**src/rtl/bcd_conv_sched_pkg.sv**
```systemverilog
// Shared types and constants for the BCD converter scheduler: FSM states,
// operand ceiling and the digit layout of the packed BCD result.
package bcd_sched_pkg;

    typedef enum logic [1:0] {
        IDLE,
        ISSUE,
        WAIT,
        RELEASE
    } state_t;

    localparam int BCD_MAX = 9999;

    // bcd_out / conv_bcd packing: {thousands, hundreds, tens, ones}
    localparam int DIGIT_W   = 4;
    localparam int ONES_LSB  = 0;
    localparam int TENS_LSB  = 4;
    localparam int HUNDS_LSB = 8;
    localparam int THOUS_LSB = 12;

endpackage

```
**src/rtl/bcd_conv_sched_if.sv**
```systemverilog
// Requester-side bus of the BCD converter scheduler. The master modport is the
// requester group (watch mode logic); the slave modport is the scheduler.
interface bcd_conv_sched_if #(
    parameter int N_REQ = 4,
    parameter int DW    = 14
);
    logic [N_REQ-1:0]    req;
    logic [N_REQ*DW-1:0] din;
    logic [N_REQ-1:0]    ack;
    logic                err;
    logic [15:0]         bcd_out;
    logic                busy;

    modport master (
        output req, din,
        input  ack, err, bcd_out, busy
    );

    modport slave (
        input  req, din,
        output ack, err, bcd_out, busy
    );
endinterface

```
**src/rtl/bcd_conv_sched_rr_pick.sv**
```systemverilog
// Combinational round-robin picker: returns the first set request at or after
// the pointer, wrapping modulo N_REQ. Shared by the shared-resource schedulers.
module rr_pick #(
    parameter int N_REQ = 4,
    parameter int IW    = $clog2(N_REQ)
) (
    input  logic [N_REQ-1:0] req,
    input  logic [IW-1:0]    ptr,
    output logic [IW-1:0]    grant,
    output logic             any
);
    logic [IW-1:0] slot;

    // Scan from the farthest slot back toward the pointer so the nearest hit wins.
    always_comb begin
        // NOTE: every output gets a default before the loop, so no path leaves it unassigned (no latch).
        grant = '0;
        any   = 1'b0;
        slot  = '0;
        for (int k = N_REQ - 1; k >= 0; k--) begin
            slot = IW'((int'(ptr) + k) % N_REQ);
            if (req[slot]) begin
                any   = 1'b1;
                grant = slot;
            end
        end
    end
endmodule

```
**src/rtl/bcd_conv_sched.sv**
```systemverilog
// Round-robin scheduler sharing one 4-digit binary-to-BCD converter among
// several display requesters, with operand clamping, start/done sequencing and timeout.
module bcd_conv_sched
    import bcd_sched_pkg::*;
#(
    parameter int N_REQ   = 4,
    parameter int DW      = 14,
    parameter int TIMEOUT = 32,
    parameter int GAP     = 2
) (
    input  logic            clk,
    input  logic            rst,
    bcd_conv_sched_if.slave bus,
    output logic            conv_start,
    output logic [DW-1:0]   conv_din,
    input  logic            conv_done,
    input  logic [15:0]     conv_bcd
);
    localparam int IW   = $clog2(N_REQ);
    localparam int CMAX = (TIMEOUT > GAP) ? TIMEOUT : GAP;
    localparam int CW   = $clog2(CMAX + 2);

    state_t        state, state_nxt;
    logic [IW-1:0] ptr, gnt, pick_idx;
    logic          pick_any;
    logic [CW-1:0] cnt;
    logic [DW-1:0] op_sel, op_clamped;
    logic          grab, take, abort, leave;
    logic          timed_out, gap_met;

    rr_pick #(
        .N_REQ (N_REQ),
        .IW    (IW)
    ) u_pick (
        .req   (bus.req),
        .ptr   (ptr),
        .grant (pick_idx),
        .any   (pick_any)
    );

    always_comb begin
        op_sel = '0;
        for (int i = 0; i < N_REQ; i++)
            if (pick_idx == IW'(i)) op_sel = bus.din[i*DW +: DW];
    end

    assign op_clamped = (op_sel > DW'(BCD_MAX)) ? DW'(BCD_MAX) : op_sel;
    assign timed_out  = (cnt == CW'(TIMEOUT));
    assign gap_met    = (cnt >= CW'(GAP));

    // NOTE: sequential state uses non-blocking assignments so every register samples pre-edge values.
    always_ff @(posedge clk or posedge rst) begin
        if (rst) state <= IDLE;
        else     state <= state_nxt;
    end

    always_comb begin
        state_nxt = state;
        case (state)
            IDLE:    if (pick_any) state_nxt = ISSUE;
            ISSUE:   state_nxt = WAIT;
            WAIT:    if (conv_done || timed_out) state_nxt = RELEASE;
            RELEASE: if (!conv_done && gap_met) state_nxt = IDLE;
            default: state_nxt = IDLE;
        endcase
    end

    // A done seen on the timeout edge still counts as a good result.
    always_comb begin
        bus.busy = (state != IDLE);
        grab     = (state == IDLE) && pick_any;
        take     = (state == WAIT) && conv_done;
        abort    = (state == WAIT) && !conv_done && timed_out;
        leave    = (state == RELEASE) && !conv_done && gap_met;
    end

    always_ff @(posedge clk or posedge rst) begin
        if (rst) begin
            ptr         <= '0;
            gnt         <= '0;
            cnt         <= '0;
            conv_start  <= 1'b0;
            conv_din    <= '0;
            bus.ack     <= '0;
            bus.err     <= 1'b0;
            bus.bcd_out <= '0;
        end else begin
            bus.ack <= '0;
            bus.err <= 1'b0;

            if (grab) begin
                gnt      <= pick_idx;
                conv_din <= op_clamped;
            end

            if (state == ISSUE) begin
                conv_start <= 1'b1;
                cnt        <= '0;
            end

            if (take || abort) begin
                conv_start <= 1'b0;
                cnt        <= '0;
                bus.ack    <= N_REQ'(1) << gnt;
            end
            if (take)  bus.bcd_out <= conv_bcd;
            if (abort) bus.err     <= 1'b1;

            if (state == WAIT && !take && !abort) cnt <= cnt + CW'(1);

            // RELEASE only needs to know the gap has elapsed, so the count saturates there.
            if (state == RELEASE && !leave && !gap_met) cnt <= cnt + CW'(1);

            if (leave) ptr <= (gnt == IW'(N_REQ - 1)) ? '0 : gnt + IW'(1);
        end
    end
endmodule

```
**src/flat_wrapper.sv**
```systemverilog
// flat-port wrapper written by rule: the top's interface ports become plain ports
module bcd_conv_sched_flat import bcd_sched_pkg::*;
#(
    parameter int N_REQ   = 4,
    parameter int DW      = 14,
    parameter int TIMEOUT = 32,
    parameter int GAP     = 2
)
  (clk, rst, conv_start, conv_din, conv_done, conv_bcd, bus_req, bus_din, bus_ack, bus_err, bus_bcd_out, bus_busy);
  bcd_conv_sched_if #(.N_REQ(N_REQ), .DW(DW)) bus_i ();
  input  logic clk;
  input  logic rst;
  output logic conv_start;
  output logic [DW-1:0] conv_din;
  input  logic conv_done;
  input  logic [15:0] conv_bcd;
  input wire logic [$bits(bus_i.req)-1:0] bus_req;
  input wire logic [$bits(bus_i.din)-1:0] bus_din;
  output wire logic [$bits(bus_i.ack)-1:0] bus_ack;
  output wire logic [$bits(bus_i.err)-1:0] bus_err;
  output wire logic [$bits(bus_i.bcd_out)-1:0] bus_bcd_out;
  output wire logic [$bits(bus_i.busy)-1:0] bus_busy;
  assign bus_i.req = bus_req;
  assign bus_i.din = bus_din;
  assign bus_ack = bus_i.ack;
  assign bus_err = bus_i.err;
  assign bus_bcd_out = bus_i.bcd_out;
  assign bus_busy = bus_i.busy;
  bcd_conv_sched #(.N_REQ(N_REQ), .DW(DW), .TIMEOUT(TIMEOUT), .GAP(GAP)) u_core (.clk(clk), .rst(rst), .bus(bus_i), .conv_start(conv_start), .conv_din(conv_din), .conv_done(conv_done), .conv_bcd(conv_bcd));
endmodule
```
**config.mk**
```make
export PLATFORM = sky130hd
export DESIGN_NAME = bcd_conv_sched_flat
export DESIGN_NICKNAME = d
export VERILOG_FILES = /design/src/rtl/bcd_conv_sched_pkg.sv /design/src/rtl/bcd_conv_sched_if.sv /design/src/rtl/bcd_conv_sched_rr_pick.sv /design/src/rtl/bcd_conv_sched.sv /design/src/flat_wrapper.sv
export SDC_FILE = /design/constraint.sdc
export NUM_CORES = 1
export LEC_CHECK = 0
export ABC_AREA = 1
export CAP_MARGIN = 10
export CORE_MARGIN = 2
export CORE_UTILIZATION = 44
export DETAILED_ROUTE_END_ITERATION = 16
export PLACE_DENSITY = 0.81
export REMOVE_ABC_BUFFERS = 1
export SLEW_MARGIN = 5
export SYNTH_ARGS = -nofsm -noshare
export SYNTH_HDL_FRONTEND = slang
export SYNTH_SLANG_ARGS = --single-unit
```
**constraint.sdc**
```tcl
create_clock -name clk -period 2.4 [get_ports clk]
set_input_delay 0.48 -clock clk [delete_from_list [all_inputs] [get_ports clk]]
set_output_delay 0.48 -clock clk [all_outputs]
set_load 0.03 [all_outputs]
```
==> impl_metrics.ini <==
[route]
via_count = 3240
ant_nets = 0
dr.pass1.iters = 4
via_per_inst = 4.99
post_drt_wl_per_cell_um = 13.4
drc = 0
drt_iter0_markers = 125
wirelength_um = 8710

[power]
totalPowerFinal_mw = 8.08
switching_power_mw = 3.93
powerDensity_nw_per_um2 = 1630
clkPwrFrac_pct = 6.1
irDropWorstVdd_mv = 0.960
power_frac_seq_pct = 16.7
p_int_mw = 4.15
p_leak_nw = 2.46
sw_frac_of_total_pct = 48.7
power_frac_comb_pct = 77.1

[yosys]
ys_ff_latch = 48
synth_adder_area_share_pct = 5.06
synth-xor-area-share_pct = 0.295
synth_top_family_by_area = simple AND/OR/NAND/NOR gates
synth-compound-area-share_pct = 9.15
yosysMostFrequentCell = nand2_1
synth_common_cells = 137 x nand2_1, 48 x dfrtp_1, 44 x inv_1
netlist_area_um2 = 2970
synth_edf_count = 0
ys_warn_count = 0
yosys.area.top_type = dfrtp_1
synth_sequential_area_ratio_pct = 40.5
yosys.area_share.simple_pct = 36.3
syn_inst = 405
synthMuxAreaShare_pct = 0
synthFlopType = dfrtp_1
synthTopCellsByArea = dfrtp_1 40%, nand2_1 17%, inv_1 5.6%
yosysTopAreaCellShare_pct = 40.5
syn_avg_cell_area_um2 = 7.32
synth.distinct_cells = 35
synth-async-reset-ratio_pct = 100

[die]
coreArea_um2 = 6420
start_util_pct = 46.2
ioPinCount = 116
row_count = 29
fp.dieW_um = 86.1
die_h_um = 86.1
die_area_um2 = 7410

[global_route]
grt_overflow = 0
track_usage_pct = 21.3
grt_pass1_wl_um = 12900
grt_max_degree = 26
grt_pass1_vias = 3014
antenna_found_initial = 0

[critical_path]
r2r_setup_slack_ns = -0.02
cp-start-kind = flop
r2r_start = u_core.ptr[1]
critical_path_arrival_ns = 2.61
startpoint = u_core.ptr[1]
crit_fanout = 6
worst_setup_path_end_kind = flop
worst-setup-path-type = reg2reg
cp.required_ns = 2.59

[clocking]
cts_buffers = 5
cts_tree = built
ctsHoldBuffers = 0
cts_num_sinks = 48
cts_root_buf = clkbuf_8
cts_buffer_depth = 2
clk_latency_ns = 0.29
clk_pin_slew_ns = 0.08
htreeDepth = 2

[cells_and_area]
multi_input_area_um2 = 1720
drive_above_1_share_pct = 23.1
num-fill-cells = 445
ff_latch_area_um2 = 1200
antenna_cells = 0
fin_cells = 649
final_nets = 663
area_delta_synth_final_pct = 66.5

[timing]
timing.final.ws_setup_ns = -0.0172
post-route-period-util_pct = 101
slew_viol_final = 0
skew_ns = 0.00487
rsz0062_at_grt = yes
setup_viol = 4
max_freq_mhz = 414
min_period_ns = 2.42
worst_pin_slew_ns = 0.505
slew_headroom_pct = 66.3
hold_violations = 0

[worst_hold_path]
min_path_type = reg2reg
hold_path.startpoint = u_core.conv_din[7]

[place]
dp.cells = 621
io_buffer_count = 115
place_congestion = 0.850
dp_hpwl_um = 6270

[outcome]
status = complete, but fails checks
failed_checks = negative setup slack

[job]
cap_violations = 0
stage by stage:
stage / setup slack (ns) / util, % / setup TNS, ns / hold WS [ns] / area [um^2]
finish: -0.0172 / 76.9 / -0.0246 / 0.476 / 4940
CTS: 0.00226 / 72.7 / 0 / 0.485 / 4670
floorplan: 0.144 / - / 0 / 0.503 / 2910
detailed placement: -0.465 / 68.9 / -5.51 / 0.464 / 4430
global placement: -0.350 / 68.9 / -4.27 / 0.463 / 4430
global route: -0.163 / 76.9 / -1.54 / 0.498 / 4940
what timing repair did:
| action | in CTS | in global routing |
|---|---|---|
| pin swaps | 13 | 44 |
| gates cloned | 3 | 0 |
| endpoints found under the setup margin | 12 | 12 |
| resized for setup | 24 | 40 |
| setup buffers | 7 | 11 |
layer usage:
metal | vias up | wire length [um] | global-route usage [%]
met5 | - | 0 | 0
met4 | 0 | 172 | 6.64
met3 | 16 | 561 | 3.18
met2 | 134 | 4470 | 38.3
met1 | 1475 | 3500 | 26.3
li1 | 1615 | - | -
registers in the layout, indices dropped and copies added (netlist names):
name and flops:
u_core.conv_start 1, u_core.state 2, u_core.bus.bcd_out 16, u_core.conv_din 14, u_core.bus.ack 4, u_core.gnt 2
u_core.ptr 2, u_core.cnt 6, u_core.bus.err 1
cells in the final DEF (no fill, tap or decap), types with 2 or more instances in the layout:
cell / instances
nand2_1: 118
clkdlybuf4s50_1: 111
dfrtp_1: 46
buf_4: 43
inv_1: 42
nor2_1: 31
nand3_1: 24
nand2_4: 23
nand2_2: 15
o21ai_0: 15
ha_1: 12
nand4_1: 10
a21oi_1: 10
a21oi_2: 7
clkbuf_8: 7
nand3_2: 6
buf_12: 6
nor2_4: 5
inv_2: 5
a211oi_1: 4
dlygate4sd2_1: 4
nor2_2: 3
clkinv_1: 2
nor3_1: 2
clkinv_4: 2
o21ai_1: 2
buf_6: 2
dfrtp_2: 2
logic make-up (layout without fill, tap and decap cells):
kind of cell               after synthesis  after routing
and+or+nand+nor                        240            242
buffers and inverters                   61            226
DFF                                     48             48
AOI/OAI and AO/OA                       43             43
adders and majority gates               12             12
xor gates and xnor gates                 1              1
path summary, 6_finish.rpt:
kind	endpoint	depth (start not counted)
setup / recovery	u_core.conv_din[4]	21
hold / removal	u_core.conv_din[7]	2
setup reg to reg	u_core.conv_din[4]	21
hold reg to reg	u_core.conv_din[7]	2
max in group asynchronous	u_core.bus.bcd_out[10]	3
min in group asynchronous	u_core.conv_din[11]	2
worst max-delay path: stages, from the launching register on:
cell,delay [ns]
dfrtp_2,0.48
clkinv_4,0.11
nand2_4,0.06
nand2_4,0.09
nand2_1,0.07
nand2_2,0.10
nor2_4,0.05
nor2_2,0.13
nand2_4,0.11
buf_12,0.14
nand2_4,0.08
nand2_2,0.07
inv_2,0.11
nand2_1,0.08
nand2_1,0.08
nor2_1,0.04
nand2_1,0.07
nand2_1,0.06
nand2_2,0.12
nand2_4,0.11
nand2_2,0.10
nand2_1,0.05
cell type report:
type                            instances  share of cell area (%)
Multi-Input combinational cell        298                    34.8
Timing Repair Buffer                  167                    32.7
Sequential cell                        48                    24.4
Inverter                               52                    4.20
Clock buffer                            7                    1.95
Tap cell                               77                    1.95
power groups by stage:
stage               clock [mW]  sequential, mW  combinational [mW]
detailed placement           0            1.36                4.95
global route             0.537            1.38                6.73
CTS                      0.514            1.35                5.46
finish                   0.493            1.35                6.23
floorplan                    0            1.81                2.51
global placement             0            1.35                4.81
No activity file was read; power rests on OpenSTA's default activity.
